<file path="config.mk">
export PLATFORM = sky130hd
export DESIGN_NAME = tl_ul_master_q_flat
export DESIGN_NICKNAME = d
export VERILOG_FILES = /design/src/rtl/tl_ul_master_q_pkg.sv /design/src/rtl/tl_ul_master_q_if.sv /design/src/rtl/tl_ul_master_q_fifo.sv /design/src/rtl/tl_ul_master_q.sv /design/src/flat_wrapper.sv
export SDC_FILE = /design/constraint.sdc
export NUM_CORES = 1
export LEC_CHECK = 0
export BUFFER_PORTS_ARGS = -buffer_cell sky130_fd_sc_hd__buf_2
export CORE_ASPECT_RATIO = 0.6
export CORE_MARGIN = 1.5
export CORE_UTILIZATION = 60
export DETAILED_ROUTE_END_ITERATION = 16
export PLACE_DENSITY = 0.92
export SLEW_MARGIN = 10
export SYNTH_ARGS = -nofsm -noshare
export SYNTH_HDL_FRONTEND = slang
export SYNTH_SLANG_ARGS = --single-unit
</file>
<file path="constraint.sdc">
create_clock -name clk -period 7.95 [get_ports clk]
set_clock_uncertainty 0.05 [all_clocks]
set_input_delay 0.3975 -clock clk [delete_from_list [all_inputs] [get_ports clk]]
set_output_delay 0.3975 -clock clk [all_outputs]
set_load 0.03 [all_outputs]
</file>
<file path="src/rtl/tl_ul_master_q_pkg.sv">
// Shared TileLink-UL definitions for the queued master: channel opcodes,
// the request-entry layout and the opcode selection rule for CPU requests.
package tl_ul_pkg;

    typedef enum logic [3:0] {
        PUT_FULL    = 4'h0,
        PUT_PARTIAL = 4'h1,
        GET         = 4'h4
    } a_opcode_e;

    typedef enum logic [3:0] {
        ACK      = 4'h0,
        ACK_DATA = 4'h1
    } d_opcode_e;

    localparam int TL_AW = 4;
    localparam int TL_DW = 32;
    localparam int TL_MW = TL_DW / 8;

    // Request-entry layout at the default bus widths; the master builds a
    // width-parameterised struct with the same field order.
    typedef struct packed {
        a_opcode_e          opcode;
        logic [TL_MW-1:0]   mask;
        logic [TL_AW-1:0]   addr;
        logic [TL_DW-1:0]   data;
    } req_entry_t;

    // A write with every byte enabled is a full put; any other write
    // (including an empty mask) is partial; a read is a Get.
    function automatic a_opcode_e req_opcode(input logic is_write, input logic full_mask);
        a_opcode_e op;
        if (is_write) begin
            if (full_mask) begin
                op = PUT_FULL;
            end else begin
                op = PUT_PARTIAL;
            end
        end else begin
            op = GET;
        end
        return op;
    endfunction

endpackage

</file>
<file path="src/rtl/tl_ul_master_q_if.sv">
// TileLink-UL A/D channel pair between the queued master and the bus.
interface tl_ul_master_q_if #(
    parameter int AW = 4,
    parameter int DW = 32
);
    localparam int MW = DW / 8;

    logic          a_valid;
    logic          a_ready;
    logic [3:0]    a_opcode;
    logic [MW-1:0] a_mask;
    logic [AW-1:0] a_address;
    logic [DW-1:0] a_data;

    logic          d_ready;
    logic          d_valid;
    logic [3:0]    d_opcode;
    logic          d_error;
    logic [DW-1:0] d_data;

    modport master (
        output a_valid, a_opcode, a_mask, a_address, a_data, d_ready,
        input  a_ready, d_valid, d_opcode, d_error, d_data
    );

    modport slave (
        input  a_valid, a_opcode, a_mask, a_address, a_data, d_ready,
        output a_ready, d_valid, d_opcode, d_error, d_data
    );
endinterface

</file>
<file path="src/rtl/tl_ul_master_q_fifo.sv">
// Synchronous first-word-fall-through FIFO. The head reads as zero when the
// FIFO is empty; a push into a full FIFO is taken only alongside a pop.
module sync_fifo #(
    parameter int WIDTH = 8,
    parameter int DEPTH = 4
) (
    input  logic             clk,
    input  logic             rst,
    input  logic             push,
    input  logic             pop,
    input  logic [WIDTH-1:0] din,
    output logic             full,
    output logic             empty,
    output logic [WIDTH-1:0] head
);
    localparam int PW = (DEPTH > 1) ? $clog2(DEPTH) : 1;
    localparam int CW = $clog2(DEPTH + 1);
    localparam logic [PW-1:0] LAST_PTR = PW'(DEPTH - 1);
    localparam logic [CW-1:0] DEPTH_C  = CW'(DEPTH);

    logic [WIDTH-1:0] mem_r [DEPTH];
    logic [PW-1:0]    rd_ptr_r;
    logic [PW-1:0]    wr_ptr_r;
    logic [CW-1:0]    count_r;
    logic             do_push_s;
    logic             do_pop_s;

    function automatic logic [PW-1:0] next_ptr(input logic [PW-1:0] p);
        logic [PW-1:0] n;
        if (p == LAST_PTR) begin
            n = '0;
        end else begin
            n = p + PW'(1);
        end
        return n;
    endfunction

    assign empty = (count_r == '0);
    assign full  = (count_r == DEPTH_C);
    assign head  = empty ? '0 : mem_r[rd_ptr_r];

    // Qualify push/pop against the current occupancy.
    always_comb begin
        do_pop_s  = pop & ~empty;
        do_push_s = push & (~full | do_pop_s);
    end

    // Storage, pointers and occupancy count.
    always_ff @(posedge clk) begin
        if (rst) begin
            rd_ptr_r <= '0;
            wr_ptr_r <= '0;
            count_r  <= '0;
            for (int i = 0; i < DEPTH; i++) begin
                mem_r[i] <= '0;
            end
        end else begin
            if (do_push_s) begin
                mem_r[wr_ptr_r] <= din;
                wr_ptr_r        <= next_ptr(wr_ptr_r);
            end
            if (do_pop_s) begin
                rd_ptr_r <= next_ptr(rd_ptr_r);
            end
            case ({do_push_s, do_pop_s})
                2'b10:   count_r <= count_r + CW'(1);
                2'b01:   count_r <= count_r - CW'(1);
                default: count_r <= count_r;
            endcase
        end
    end
endmodule

</file>
<file path="src/rtl/tl_ul_master_q.sv">
// Queued TileLink-UL master: buffers CPU requests, issues them on the A
// channel with a cap on outstanding transactions, and routes D-channel
// responses back to the CPU in order.
module tl_ul_master_q
    import tl_ul_pkg::*;
#(
    parameter int AW      = 4,
    parameter int DW      = 32,
    parameter int DEPTH   = 4,
    parameter int MAX_OUT = 2
) (
    input  logic            clk,
    input  logic            rst,
    input  logic            cpu_wr,
    input  logic            cpu_rd,
    input  logic [DW/8-1:0] cpu_byte,
    input  logic [AW-1:0]   cpu_addr,
    input  logic [DW-1:0]   cpu_wdata,
    output logic            cpu_ready,
    output logic            cpu_rdata_v,
    output logic [DW-1:0]   cpu_rdata,
    output logic            cpu_wack,
    output logic            cpu_err,
    output logic            trans_over,
    tl_ul_master_q_if.master tl
);
    localparam int MW = DW / 8;
    localparam int OW = $clog2(MAX_OUT + 1);
    localparam logic [OW-1:0] MAX_OUT_C = OW'(MAX_OUT);

    typedef struct packed {
        logic [3:0]    opcode;
        logic [MW-1:0] mask;
        logic [AW-1:0] addr;
        logic [DW-1:0] data;
    } req_t;

    localparam int REQ_W = $bits(req_t);

    req_t          req_in_s;
    req_t          req_head_s;
    logic          req_full_s;
    logic          req_empty_s;
    logic          accept_s;
    logic          a_valid_s;
    logic          a_hs_s;
    logic          d_hs_s;
    logic          d_ok_s;
    logic          head_is_read_s;
    logic          type_full_s;
    logic          type_empty_s;
    logic          type_head_s;
    logic          rsp_err_s;
    logic [OW-1:0] outstanding_r;
    logic          d_ready_r;
    logic          rdata_v_r;
    logic          wack_r;
    logic          err_r;
    logic [DW-1:0] rdata_r;

    // Build the request entry; write wins when both strobes are high.
    always_comb begin
        req_in_s = '0;
        if (cpu_wr) begin
            req_in_s.opcode = req_opcode(1'b1, &cpu_byte);
            req_in_s.mask   = cpu_byte;
            req_in_s.addr   = cpu_addr;
            req_in_s.data   = cpu_wdata;
        end else begin
            req_in_s.opcode = req_opcode(1'b0, 1'b0);
            req_in_s.mask   = cpu_byte;
            req_in_s.addr   = cpu_addr;
            req_in_s.data   = '0;
        end
    end

    // Handshake qualification; the type-FIFO flags track the counter and
    // only back it up.
    always_comb begin
        accept_s       = (cpu_wr | cpu_rd) & ~req_full_s;
        a_valid_s      = ~req_empty_s & (outstanding_r < MAX_OUT_C) & ~type_full_s;
        a_hs_s         = a_valid_s & tl.a_ready;
        d_hs_s         = tl.d_valid & d_ready_r;
        d_ok_s         = d_hs_s & (outstanding_r != '0) & ~type_empty_s;
        head_is_read_s = (req_head_s.opcode == GET);
    end

    sync_fifo #(
        .WIDTH (REQ_W),
        .DEPTH (DEPTH)
    ) u_req_fifo (
        .clk   (clk),
        .rst   (rst),
        .push  (accept_s),
        .pop   (a_hs_s),
        .din   (req_in_s),
        .full  (req_full_s),
        .empty (req_empty_s),
        .head  (req_head_s)
    );

    sync_fifo #(
        .WIDTH (1),
        .DEPTH (MAX_OUT)
    ) u_type_fifo (
        .clk   (clk),
        .rst   (rst),
        .push  (a_hs_s),
        .pop   (d_ok_s),
        .din   (head_is_read_s),
        .full  (type_full_s),
        .empty (type_empty_s),
        .head  (type_head_s)
    );

    // Response error: bad status or opcode on an expected response, or any
    // response arriving with nothing outstanding.
    always_comb begin
        rsp_err_s = 1'b0;
        if (d_ok_s) begin
            if (type_head_s) begin
                rsp_err_s = tl.d_error | (tl.d_opcode != ACK_DATA);
            end else begin
                rsp_err_s = tl.d_error | (tl.d_opcode != ACK);
            end
        end else begin
            rsp_err_s = d_hs_s;
        end
    end

    // Outstanding count, D-ready and registered CPU response pulses.
    always_ff @(posedge clk) begin
        if (rst) begin
            outstanding_r <= '0;
            d_ready_r     <= 1'b0;
            rdata_v_r     <= 1'b0;
            wack_r        <= 1'b0;
            err_r         <= 1'b0;
            rdata_r       <= '0;
        end else begin
            d_ready_r <= 1'b1;
            case ({a_hs_s, d_ok_s})
                2'b10:   outstanding_r <= outstanding_r + OW'(1);
                2'b01:   outstanding_r <= outstanding_r - OW'(1);
                default: outstanding_r <= outstanding_r;
            endcase
            rdata_v_r <= d_ok_s & type_head_s;
            wack_r    <= d_ok_s & ~type_head_s;
            err_r     <= rsp_err_s;
            if (d_ok_s & type_head_s) begin
                rdata_r <= tl.d_data;
            end
        end
    end

    assign cpu_ready    = ~req_full_s;
    assign cpu_rdata_v  = rdata_v_r;
    assign cpu_rdata    = rdata_r;
    assign cpu_wack     = wack_r;
    assign cpu_err      = err_r;
    assign trans_over   = req_empty_s & (outstanding_r == '0);

    assign tl.a_valid   = a_valid_s;
    assign tl.a_opcode  = req_head_s.opcode;
    assign tl.a_mask    = req_head_s.mask;
    assign tl.a_address = req_head_s.addr;
    assign tl.a_data    = req_head_s.data;
    assign tl.d_ready   = d_ready_r;
endmodule

</file>
<file path="src/flat_wrapper.sv">
// flat-port wrapper written by rule: the top's interface ports become plain ports
module tl_ul_master_q_flat import tl_ul_pkg::*;
#(
    parameter int AW      = 4,
    parameter int DW      = 32,
    parameter int DEPTH   = 4,
    parameter int MAX_OUT = 2
)
  (clk, rst, cpu_wr, cpu_rd, cpu_byte, cpu_addr, cpu_wdata, cpu_ready, cpu_rdata_v, cpu_rdata, cpu_wack, cpu_err, trans_over, tl_a_valid, tl_a_opcode, tl_a_mask, tl_a_address, tl_a_data, tl_d_ready, tl_a_ready, tl_d_valid, tl_d_opcode, tl_d_error, tl_d_data);
  tl_ul_master_q_if #(.AW(AW), .DW(DW)) tl_i ();
  input  logic clk;
  input  logic rst;
  input  logic cpu_wr;
  input  logic cpu_rd;
  input  logic [DW/8-1:0] cpu_byte;
  input  logic [AW-1:0] cpu_addr;
  input  logic [DW-1:0] cpu_wdata;
  output logic cpu_ready;
  output logic cpu_rdata_v;
  output logic [DW-1:0] cpu_rdata;
  output logic cpu_wack;
  output logic cpu_err;
  output logic trans_over;
  output wire logic [$bits(tl_i.a_valid)-1:0] tl_a_valid;
  output wire logic [$bits(tl_i.a_opcode)-1:0] tl_a_opcode;
  output wire logic [$bits(tl_i.a_mask)-1:0] tl_a_mask;
  output wire logic [$bits(tl_i.a_address)-1:0] tl_a_address;
  output wire logic [$bits(tl_i.a_data)-1:0] tl_a_data;
  output wire logic [$bits(tl_i.d_ready)-1:0] tl_d_ready;
  input wire logic [$bits(tl_i.a_ready)-1:0] tl_a_ready;
  input wire logic [$bits(tl_i.d_valid)-1:0] tl_d_valid;
  input wire logic [$bits(tl_i.d_opcode)-1:0] tl_d_opcode;
  input wire logic [$bits(tl_i.d_error)-1:0] tl_d_error;
  input wire logic [$bits(tl_i.d_data)-1:0] tl_d_data;
  assign tl_a_valid = tl_i.a_valid;
  assign tl_a_opcode = tl_i.a_opcode;
  assign tl_a_mask = tl_i.a_mask;
  assign tl_a_address = tl_i.a_address;
  assign tl_a_data = tl_i.a_data;
  assign tl_d_ready = tl_i.d_ready;
  assign tl_i.a_ready = tl_a_ready;
  assign tl_i.d_valid = tl_d_valid;
  assign tl_i.d_opcode = tl_d_opcode;
  assign tl_i.d_error = tl_d_error;
  assign tl_i.d_data = tl_d_data;
  tl_ul_master_q #(.AW(AW), .DW(DW), .DEPTH(DEPTH), .MAX_OUT(MAX_OUT)) u_core (.clk(clk), .rst(rst), .cpu_wr(cpu_wr), .cpu_rd(cpu_rd), .cpu_byte(cpu_byte), .cpu_addr(cpu_addr), .cpu_wdata(cpu_wdata), .cpu_ready(cpu_ready), .cpu_rdata_v(cpu_rdata_v), .cpu_rdata(cpu_rdata), .cpu_wack(cpu_wack), .cpu_err(cpu_err), .trans_over(trans_over), .tl(tl_i));
endmodule
</file>
Word-level counts from Yosys, hierarchy flattened --
Memories as Yosys holds them, arrays and structs flattened. A register that Yosys moved wholly into a read port is not among the register bits. Cells that the tools add are included.
Word-level totals: memories kept 2, output and inout port bits 83, flip-flop bits (word level) 49, bits in writable memories 174, input port bits 83, word-level logic and storage cells 104
Memory list:
- u_core.u_req_fifo.mem_r | depth 4, bits a word 43, read ports 1, clocked after Yosys merged registers in 1, wr ports 4, RTL line tl_ul_master_q_fifo.sv:21 | logic [WIDTH-1:0] mem_r [DEPTH];
- u_core.u_type_fifo.mem_r | depth 2, bits a word 1, read ports 1, clocked after Yosys merged registers in 1, wr ports 2, RTL line tl_ul_master_q_fifo.sv:21
Cells by class: add/subtract/negate cells 10, eq/ne operators 12, bitwise logic cells 24, reductions and logical operators 11, order comparisons 1, mux-type cells 32
Operator list (number):
- 43-bit 2-to-1 mux | 2
- 44-bit 2-to-1 mux | 1
- 43-bit OR reduction | 1
- 1-bit 2-to-1 mux | 21
- 1-bit AND | 14
- 2-bit == test (second input constant) | 6
- 2-bit 2-to-1 mux | 5
- 2-bit by 1-bit adder with 2-bit output (second input constant) | 4
- 2-bit one-hot mux with 2 select lines | 2
- 2-bit nonzero test | 4
- 2-bit by 1-bit == test with 1-bit output (second input constant) | 3
- 3-bit one-hot mux with 2 select lines | 1
- 1-bit NOT | 5
- 1-bit bitwise OR | 5
- 4-bit by 3-bit == test with 1-bit output (second input constant) | 1
- 2-bit zero test | 2
- 4-bit by 1-bit != test with 1-bit output (second input constant) | 1
- 4-bit AND reduction | 1
- 4-bit nonzero test | 1
- 2-bit by 1-bit subtractor with 2-bit output (second input constant) | 2
- 3-bit by 1-bit adder with 3-bit output (second input constant) | 1
- 3-bit == test (second input constant) | 1
- 3-bit zero test | 1
- 3-bit by 1-bit subtractor with 3-bit output (second input constant) | 1
- 3 further kinds | 4

Logic depth before layout (Yosys ltp) --
Gate-level depths: netlist (run 1).
depth in word-level cells 13, depth in mapped cells 9, mapped depth without buffers 9

By module --
From an unflattened synthesis (run 1), not the netlist that was laid out.
Unflattened totals: cell total of the unflattened synthesis 782, area total of the unflattened synthesis 10605.2 um2
Modules (own cells, without submodules):
- sync_fifo at u_core.u_req_fifo | sequential area each 5465.2 um2, cells each 538, times used 1, area an instance 8459.4 um2
- tl_ul_master_q | sequential area each 760.7 um2, cells each 208, times used 1, area an instance 1814.2 um2
- sync_fifo at u_core.u_type_fifo | sequential area each 160.2 um2, cells each 36, times used 1, area an instance 331.6 um2

Worst setup path before layout (run 1) --
OpenSTA, ideal clock, no wires.
kind register -> register, start register u_core.u_req_fifo.count_r[0], end memory u_core.u_req_fifo.mem_r[3][0] (netlist name) (enable), period minus slack after synthesis 4324 ps, arrival time 3774 ps, setup slack 3626 ps, cell stages (with the launch flop) 5, path buffers 0, data required time 7400 ps, library setup time 500 ps, path through dfxtp_1 nor3b_4 inv_2 nand2_1 o21ai_0
RTL lines:
- from (decl) | RTL line tl_ul_master_q_fifo.sv:24 | logic [CW-1:0] count_r;
- from (signal assigned) | RTL line tl_ul_master_q_fifo.sv:66 | 2'b10: count_r <= count_r + CW'(1);
- from (signal assigned) | RTL line tl_ul_master_q_fifo.sv:67 | 2'b01: count_r <= count_r - CW'(1);
- from (signal assigned) | RTL line tl_ul_master_q_fifo.sv:68 | default: count_r <= count_r;
- to (decl) | RTL line tl_ul_master_q_fifo.sv:21

Worst setup path after layout (run 1) --
start register u_core.u_req_fifo.count_r[1], end register u_core.u_req_fifo.count_r[2]
On the way: word-level cells in the longest chain between the ends 10, elaborated cells on any way between the ends 17, those cells by class add/sub (2); eq/ne (3); mux (1); bitwise (9); reduce/logical (2)
RTL lines:
- 3-bit zero test (*) | RTL line tl_ul_master_q_fifo.sv:38 | assign empty = (count_r == '0);
- 1-bit NOT (*) | RTL line tl_ul_master_q_fifo.sv:44, tl_ul_master_q.sv:81
- 1-bit AND (2 in a row) | RTL line tl_ul_master_q.sv:81 | a_valid_s = ~req_empty_s & (outstanding_r < MAX_OUT_C) & ~type_full_s;
- 1-bit AND | RTL line tl_ul_master_q.sv:82 | a_hs_s = a_valid_s & tl.a_ready;
- 1-bit AND (*) | RTL line tl_ul_master_q_fifo.sv:44 | do_pop_s = pop & ~empty;
- via u_core.u_req_fifo.do_pop_s | RTL line tl_ul_master_q_fifo.sv:26 | logic do_pop_s;
- 1-bit bitwise OR | RTL line tl_ul_master_q_fifo.sv:45 | do_push_s = push & (~full | do_pop_s);
- 1-bit AND | RTL line tl_ul_master_q_fifo.sv:45
- 2-bit by 1-bit == test with 1-bit output / 2-bit == test (equally long branches) | RTL line tl_ul_master_q_fifo.sv:65 | case ({do_push_s, do_pop_s})
- 3-bit one-hot mux with 2 select lines / 2-bit nonzero test (equally long branches)
Mark *: on every way through the listed nets, which the timed path passes. The rest lies on a longest branch. A chain may end at the register's enable or synchronous reset.

==> key figures, run 1 <==
Yosys
  • Commonest cells post-synth: edfxtp_1 (170), and2_1 (106), and3_1 (97)
  • Avg Inst Size Synth: 13.5 µm²
  • Post-synthesis cell type count: 42
  • Synth async-reset ratio: 0%
  • Synth warn: 0
  • Register area share after synthesis: 62.2%
  • Most area-consuming cells after synthesis: edfxtp_1 (52%), dfxtp_1 (11%), mux4_2 (9.6%), and2_1 (6.7%), and3_1 (6.1%)
  • Area leader, netlist: edfxtp_1
  • Yosys top cell area share: 51.6%
  • Dominant synthesized flop cell: edfxtp_1
  • Post-synth EDFFs: 170
  • Seq cells post-synth: 222
  • Mapped Cells: 731
  • Leading cell type by number of instances after synthesis: edfxtp_1
  • Mapped Area: 9890 µm²

Clock network
  • H-tree Lvls: 1
  • TritonCTS clock tree: built
  • Longest Clk Path Bufs: 3
  • Clock latency at the later pin of the worst-skew pair: 500 ps
  • Worst-path clk slew: 70 ps
  • Clk root buf: clkbuf_16
  • CTS Hold Bufs: 0
  • CTS resizes: 0
  • Post-CTS setup buffers: 0
  • Num CTS Buffers: 20
  • Clock sink total: 222

STA
  • RSZ-0062 raised after global routing: no
  • Slew margin rel.: 22.4%
  • Final Max Tran Viols: 0
  • Setup TNS: 0 ps
  • Worst slew pin tran: 1160 ps
  • Setup Viol. Count Final: 0
  • Hold slack: 92.4 ps
  • Tcrit/Tclk final: 36.6%
  • Final Critical Period: 2910 ps
  • Fin. Hold Viols: 0
  • F_max: 0.343 GHz

Place
  • Gpl congestion: 0.771
  • IO buf count: 163
  • DPL Wire Length: 12,900 µm

Floorplanning
  • # IOs: 166
  • Full die area: 17,300 µm²
  • Core Area: 16,200 µm²
  • Row cnt: 36
  • DIE HEIGHT: 102 µm
  • Initial core utilization: 61.1%
  • Die width: 169 µm

Routing
  • Wire per inst: 19.3 µm
  • DRT iter0 DRCs: 668
  • Via-per-instance ratio: 5.88
  • # DRC: 0
  • DR pass1 iterations: 5
  • Final ANT Viol Nets: 0
  • Vias after detailed routing: 6,410
  • Final wirelength: 21,100 µm

Final layout
  • Finished Core Util: 70.6%
  • Fin nets: 957
  • Number of diodes: 0
  • Share of cells above drive strength 1: 29.1%
  • Fill count: 1,042
  • Area Growth Syn to Fin: 15.4%

Global route
  • Vias in the first global route: 6,206
  • Largest net degree at the start of global routing: 129
  • Gr usage total: 24.6%
  • First-pass GRT wire length: 32,400 µm
  • Grt ovf: 0
  • Initial antenna violation count: 0

Setup path
  • Crit path DAT: 3260 ps
  • Setup crit start: u_core.u_req_fifo.count_r[1]
  • Setup CP Type: reg2reg
  • Crit start category: flip-flop
  • Data required, critical path: 8300 ps
  • CP Capture Type: flip-flop
  • R2r setup slk: 5040 ps
  • Setup crit end: u_core.u_req_fifo.count_r[2]
  • Capture point of the worst reg-to-reg path: u_core.u_req_fifo.count_r[2]
  • Max Fanout on Critical Path: 7
  • Reg2reg start: u_core.u_req_fifo.count_r[1]
  • Reg2Reg Depth: 8

Power
  • PwrDens: 281 nW/µm²
  • VDD IR-drop max: 186 µV
  • Leak: 4.81 nW

Flow run
  • Max_cap viols: 0

Outcome
  • Outcome: complete, no violations

Worst hold path
  • Worst hold path class: in2reg
==> critical path: stages, from the launching register on <==
cell and delay (ps):
dfxtp_1 450, nor3_1 190, nor3_1 610, ha_1 330
inv_1 80, fa_1 430, xor2_1 160, or3_1 310
a21oi_1 210
==> how the worst min path moves through the flow <==
stage | from | end | slack (ps) | cells past startpoint
after floorplan | u_core.u_req_fifo.rd_ptr_r[1] | flip-flop | 420 | 2
after global placement | u_core.cpu_rdata[0] | u_core.cpu_rdata[0] | 390 | 2
after detailed placement | u_core.cpu_rdata[10] | u_core.cpu_rdata[10] | 400 | 2
after CTS | tl_d_data[1] | u_core.cpu_rdata[1] | 80 | 3
after global routing | tl_d_data[13] | u_core.cpu_rdata[13] | 100 | 3
final | tl_d_data[7] | u_core.cpu_rdata[7] | 90 | 3
==> per-stage QoR <==
| stage | cells | area [µm²] | worst slack (ps) | total power [mW] |
|---|---|---|---|---|
| finish | 1090 | 11400 | 5040 | 3.21 |
| global route | 1090 | 11400 | 4910 | 3.35 |
| CTS | 1090 | 11400 | 5000 | 3.23 |
| detailed placement | 1055 | 10800 | 5120 | 2.35 |
| global placement | 1055 | 10800 | 5160 | 2.32 |
| floorplan | 732 | 9890 | 3630 | 2.10 |
==> routing by layer <==
| metal | vias to the layer above | track usage (%) | part of all wire [%] |
|---|---|---|---|
| li1 | 2944 | - | - |
| met1 | 3154 | 34.9 | 43 |
| met2 | 274 | 39.7 | 48 |
| met3 | 38 | 3.80 | 7.4 |
| met4 | 0 | 8.10 | 2.2 |
| met5 | - | 0 | 0 |
==> sequential cells by signal, summed over array words and instances (netlist names), named ones only <==
signal	cells
u_core.cpu_err	1
u_core.cpu_rdata	32
u_core.cpu_rdata_v	1
u_core.cpu_wack	1
u_core.outstanding_r	2
u_core.tl.d_ready	1
u_core.u_req_fifo.count_r	3
u_core.u_req_fifo.mem_r	168
u_core.u_req_fifo.rd_ptr_r	2
u_core.u_req_fifo.wr_ptr_r	2
u_core.u_type_fifo.count_r	2
u_core.u_type_fifo.mem_r	2
u_core.u_type_fifo.rd_ptr_r	1
u_core.u_type_fifo.wr_ptr_r	1
==> cell families (layout without fill, tap and decap cells) <==
kind of cell               Yosys count  count (layout)  share of synthesized area (%)
and+or+nand+nor                    329             329                           19.3
DFF                                222             222                           62.2
muxes                               75              75                           12.9
buffers and inverters               66             215                           2.76
AOI/OAI and AO/OA                   26              26                           1.47
adders and majority gates            6               6                          0.835
xor gates and xnor gates             6               6                          0.532
other                                1               2                         0.0379
==> layout make-up <==
cell class                 count  area [µm²]  area share, %
clock inverter                 9        45.0          0.395
sequential                   222        6150           53.9
clock buffer                  26         544           4.77
inverter                       9        33.8          0.296
tap                          209         262           2.29
timing repair buffer         171         876           7.67
multi-input combinational    444        3500           30.7
==> power by group <==
group / total (mW) / internal [mW] / switching, mW
registers: 1.50 / 1.38 / 0.113
clock network: 0.889 / 0.485 / 0.404
logic: 0.827 / 0.322 / 0.505
total: 3.21 / 2.19 / 1.02
==> cell usage in the layout (no fill, tap or decap), types with 4 or more instances in the layout <==
cell type  instances
edfxtp_1         170
buf_2            163
and2_1           106
and3_1            96
nand2_1           69
dfxtp_1           50
mux4_2            42
mux2i_1           33
clkbuf_16         21
nor2_1            11
a21oi_1           11
nor2b_1            8
o21ai_0            8
buf_4              8
nor3_1             7
inv_1              7
or3_1              6
ha_1               5
clkinv_2           5
clkbuf_1           5
nand2b_1           4
or2_2              4
nand4_1            4
xor2_1             4
(Power assumes the default switching activity.)
==> run 2, diff against run 1 <==
--- a/config.mk
+++ b/config.mk
@@ -8,9 +8,9 @@
 export BUFFER_PORTS_ARGS = -buffer_cell sky130_fd_sc_hd__buf_2
 export CORE_ASPECT_RATIO = 0.6
 export CORE_MARGIN = 1.5
-export CORE_UTILIZATION = 60
+export CORE_UTILIZATION = 51
 export DETAILED_ROUTE_END_ITERATION = 16
-export PLACE_DENSITY = 0.92
+export PLACE_DENSITY = 0.84
 export SLEW_MARGIN = 10
 export SYNTH_ARGS = -nofsm -noshare
 export SYNTH_HDL_FRONTEND = slang
==> constraint.sdc (replaced) <==
create_clock -name clk -period 2.36 [get_ports clk]
set_clock_uncertainty 0.05 [all_clocks]
set_input_delay 0.118 -clock clk [delete_from_list [all_inputs] [get_ports clk]]
set_output_delay 0.118 -clock clk [all_outputs]
set_load 0.03 [all_outputs]
==> run 2 against run 1 <==
Compared with the run above: flip-flop and latch count unchanged; worst hold slack lost 66 ps; non-clock buffer count rose by 93; utilization fell by 4.9 points; sequential power rose to 3.2 times the previous value; critical path type is now in2reg; largest cell class unchanged; highest routed layer is now met5.
==> key figures, run 2 (same netlist as run 1, synthesis figures left out) <==
Place
  • Pre-CTS WS: 38.7 ps (was 5120 ps)
  • Gpl congestion: 0.795 (was 0.771)
  • IO buf count: 163 (unchanged)
  • DPL Wire Length: 13,200 µm (was 12,900 µm)

Power
  • Part of the power in the clock network: 28.1% (was 27.7%)
  • Sw frac: 31.6% (was 31.8%)
  • Pwr Total: 11.3 mW (was 3.21 mW)
  • Leak: 5.28 nW (was 4.81 nW)
  • Power share of the combinational group: 29.2% (was 25.7%)
  • VDD IR-drop max: 701 µV (was 186 µV)
  • PwrDens: 906 nW/µm² (was 281 nW/µm²)
  • Sequential share of power: 42.7% (was 46.6%)
  • Psw: 3.58 mW (was 1.02 mW)
  • Int Power: 7.74 mW (was 2.19 mW)

Setup path
  • Max Fanout on Critical Path: 8 (was 7)
  • Data required, critical path: 2730 ps (was 8300 ps)
  • Crit path DAT: 2600 ps (was 3260 ps)
  • Setup CP Type: in2reg (was reg2reg)
  • CP Capture Type: flip-flop (unchanged)
  • Reg2reg start: u_core.u_req_fifo.count_r[0] (was u_core.u_req_fifo.count_r[1])
  • Capture point of the worst reg-to-reg path: u_core.u_req_fifo.count_r[2] (unchanged)
  • R2r setup slk: 140 ps (was 5040 ps)
  • Crit start category: input pin (was flip-flop)
  • Reg2Reg Depth: 9 (was 8)

Global route
  • Largest net degree at the start of global routing: 129 (unchanged)
  • Gr usage total: 22.8% (was 24.6%)
  • First-pass GRT wire length: 36,200 µm (was 32,400 µm)
  • Initial antenna violation count: 1 (was 0)
  • Grt ovf: 0 (unchanged)
  • Vias in the first global route: 6,778 (was 6,206)

STA
  • Hold slack: 26.7 ps (was 92.4 ps)
  • Fin. Hold Viols: 0 (unchanged)
  • Setup Viol. Count Final: 0 (unchanged)
  • RSZ-0062 raised after global routing: no (unchanged)
  • Worst slew pin tran: 679 ps (was 1160 ps)
  • Tcrit/Tclk final: 94.5%
  • Setup WS post-layout: 129 ps (was 5040 ps)
  • Setup TNS: 0 ps (unchanged)
  • Final Critical Period: 2230 ps
  • Slew margin rel.: 54.7% (was 22.4%)
  • F_max: 0.448 GHz
  • Final Max Tran Viols: 0 (unchanged)

Clock network
  • Clock sink total: 222 (unchanged)
  • Longest Clk Path Bufs: 3 (unchanged)
  • H-tree Lvls: 1 (unchanged)
  • Num CTS Buffers: 21 (was 20)
  • Post-CTS setup buffers: 0 (unchanged)
  • Clock latency at the later pin of the worst-skew pair: 490 ps (was 500 ps)
  • Worst-path clk slew: 70 ps (about the same)
  • Clk root buf: clkbuf_16 (unchanged)
  • TritonCTS clock tree: built (unchanged)

Final layout
  • Fin nets: 1,051 (was 957)
  • Multi-input logic area: 3510 µm² (was 3500 µm²)
  • Most frequent cells in the layout: edfxtp_1 (170), buf_2 (163), and2_1 (106) (unchanged)
  • Share of cells above drive strength 1: 29.3% (was 29.1%)
  • Top register by number of flip-flops: u_core.u_req_fifo.mem_r (unchanged)
  • FF+latch area: 6150 µm² (about the same)
  • Fill count: 1,340 (was 1,042)
  • Area Growth Syn to Fin: 26.4% (was 15.4%)
  • Finished Core Util: 65.7% (was 70.6%)
  • Number of diodes: 0 (unchanged)
  • Commonest non-fill, non-tap cell in the layout: edfxtp_1 (unchanged)
  • Largest register FFs: 168 (unchanged)

Routing
  • Wire per inst: 18.8 µm (was 19.3 µm)
  • Vias after detailed routing: 6,794 (was 6,410)
  • Highest routed layer: met5 (was met4)
  • DR pass1 iterations: 6 (was 5)
  • # DRC: 0 (unchanged)
  • Met2 wire len: 11,100 µm (was 10,000 µm)
  • DRT iter0 DRCs: 584 (was 668)
  • Final wirelength: 23,000 µm (was 21,100 µm)
  • Metal3 WL: 1440 µm (was 1550 µm)
  • Final ANT Viol Nets: 0 (unchanged)
  • M1 WL: 10,100 µm (was 9030 µm)
  • Via-per-instance ratio: 5.56 (was 5.88)

Floorplanning
  • Full die area: 20,300 µm² (was 17,300 µm²)
  • DIE HEIGHT: 111 µm (was 102 µm)
  • Core Area: 19,000 µm² (was 16,200 µm²)
  • Row cnt: 39 (was 36)
  • Die width: 183 µm (was 169 µm)
  • # IOs: 166 (unchanged)
  • Initial core utilization: 52.0% (was 61.1%)

Flow run
  • Max_cap viols: 0 (unchanged)

Outcome
  • Outcome: complete, no violations (unchanged)

Worst hold path
  • Worst hold path class: in2reg (unchanged)
  • Worst hold start: tl_a_ready (was tl_d_data[7])
  • WHS Path Cells: 4 (was 3)
run 2: cell count changes in the layout (fill, tap and decap cells not counted), sizes merged:
cell and change:
inv +1, buf +18, dlygate4sd3 +75, clkbuf +5, clkinv -4
run 2: worst max path at each step:
stage	endpoint	slack [ps]	startpoint	depth (start not counted)
after global placement	u_core.u_req_fifo.count_r[2]	100	u_core.u_req_fifo.count_r[0]	8
after global routing	u_core.u_req_fifo.count_r[2]	8	u_core.u_req_fifo.count_r[0]	9
final	u_core.u_req_fifo.count_r[2]	130	cpu_wr	10
after floorplan	u_core.u_req_fifo.count_r[2]	-8	u_core.u_req_fifo.count_r[0]	9
after detailed placement	u_core.u_req_fifo.count_r[2]	40	u_core.u_req_fifo.count_r[0]	8
after CTS	u_core.u_req_fifo.count_r[2]	10	u_core.u_req_fifo.count_r[0]	8
run 2: worst max-delay path, cell delays in order:
cell           delay, ps
dlygate4sd3_1        550
buf_2                170
or2_2                310
nand2_1              140
ha_2                 220
inv_1                 60
fa_1                 430
xor2_1               160
or3_1                310
a21oi_1              130
run 2: area by class of cell:
type	instances	share of cell area [%]
flip-flops and latches	222	49.2
multi-input cells	444	28.1
repair buffers	264	14.8
clock buffers	31	4.87
well taps	246	2.46
inverters	9	0.270
clock inverters	6	0.240
run 2: per-layer routing:
layer | vias up | track usage, %
met1 | 3375 | 32.2
met5 | - | 0
met3 | 33 | 4.17
met4 | 2 | 5.01
met2 | 254 | 37.2
li1 | 3130 | -
run 2: power groups by stage:
stage                     combinational [mW]  clock [mW]  sequential, mW
after floorplan                         2.19           0            4.86
after global placement                  3.12           0            4.88
after detailed placement                3.18           0            4.91
after CTS                               3.29        3.23            4.83
after global routing                    3.54        3.38            4.87
final                                   3.31        3.18            4.84
run 2: what timing repair did:
item                                   4_1_cts  5_1_grt
endpoints found under the hold margin      202        0
setup endpoints to repair                    0        8
hold buffers                                75        0
gates resized for setup                      0        6
run 2: stage by stage:
step                      instances  instance area [µm²]
after CTS                      1222                12500
after global routing           1222                12500
after detailed placement       1110                11100
final                          1222                12500
after global placement         1110                11100
after floorplan                 732                 9900
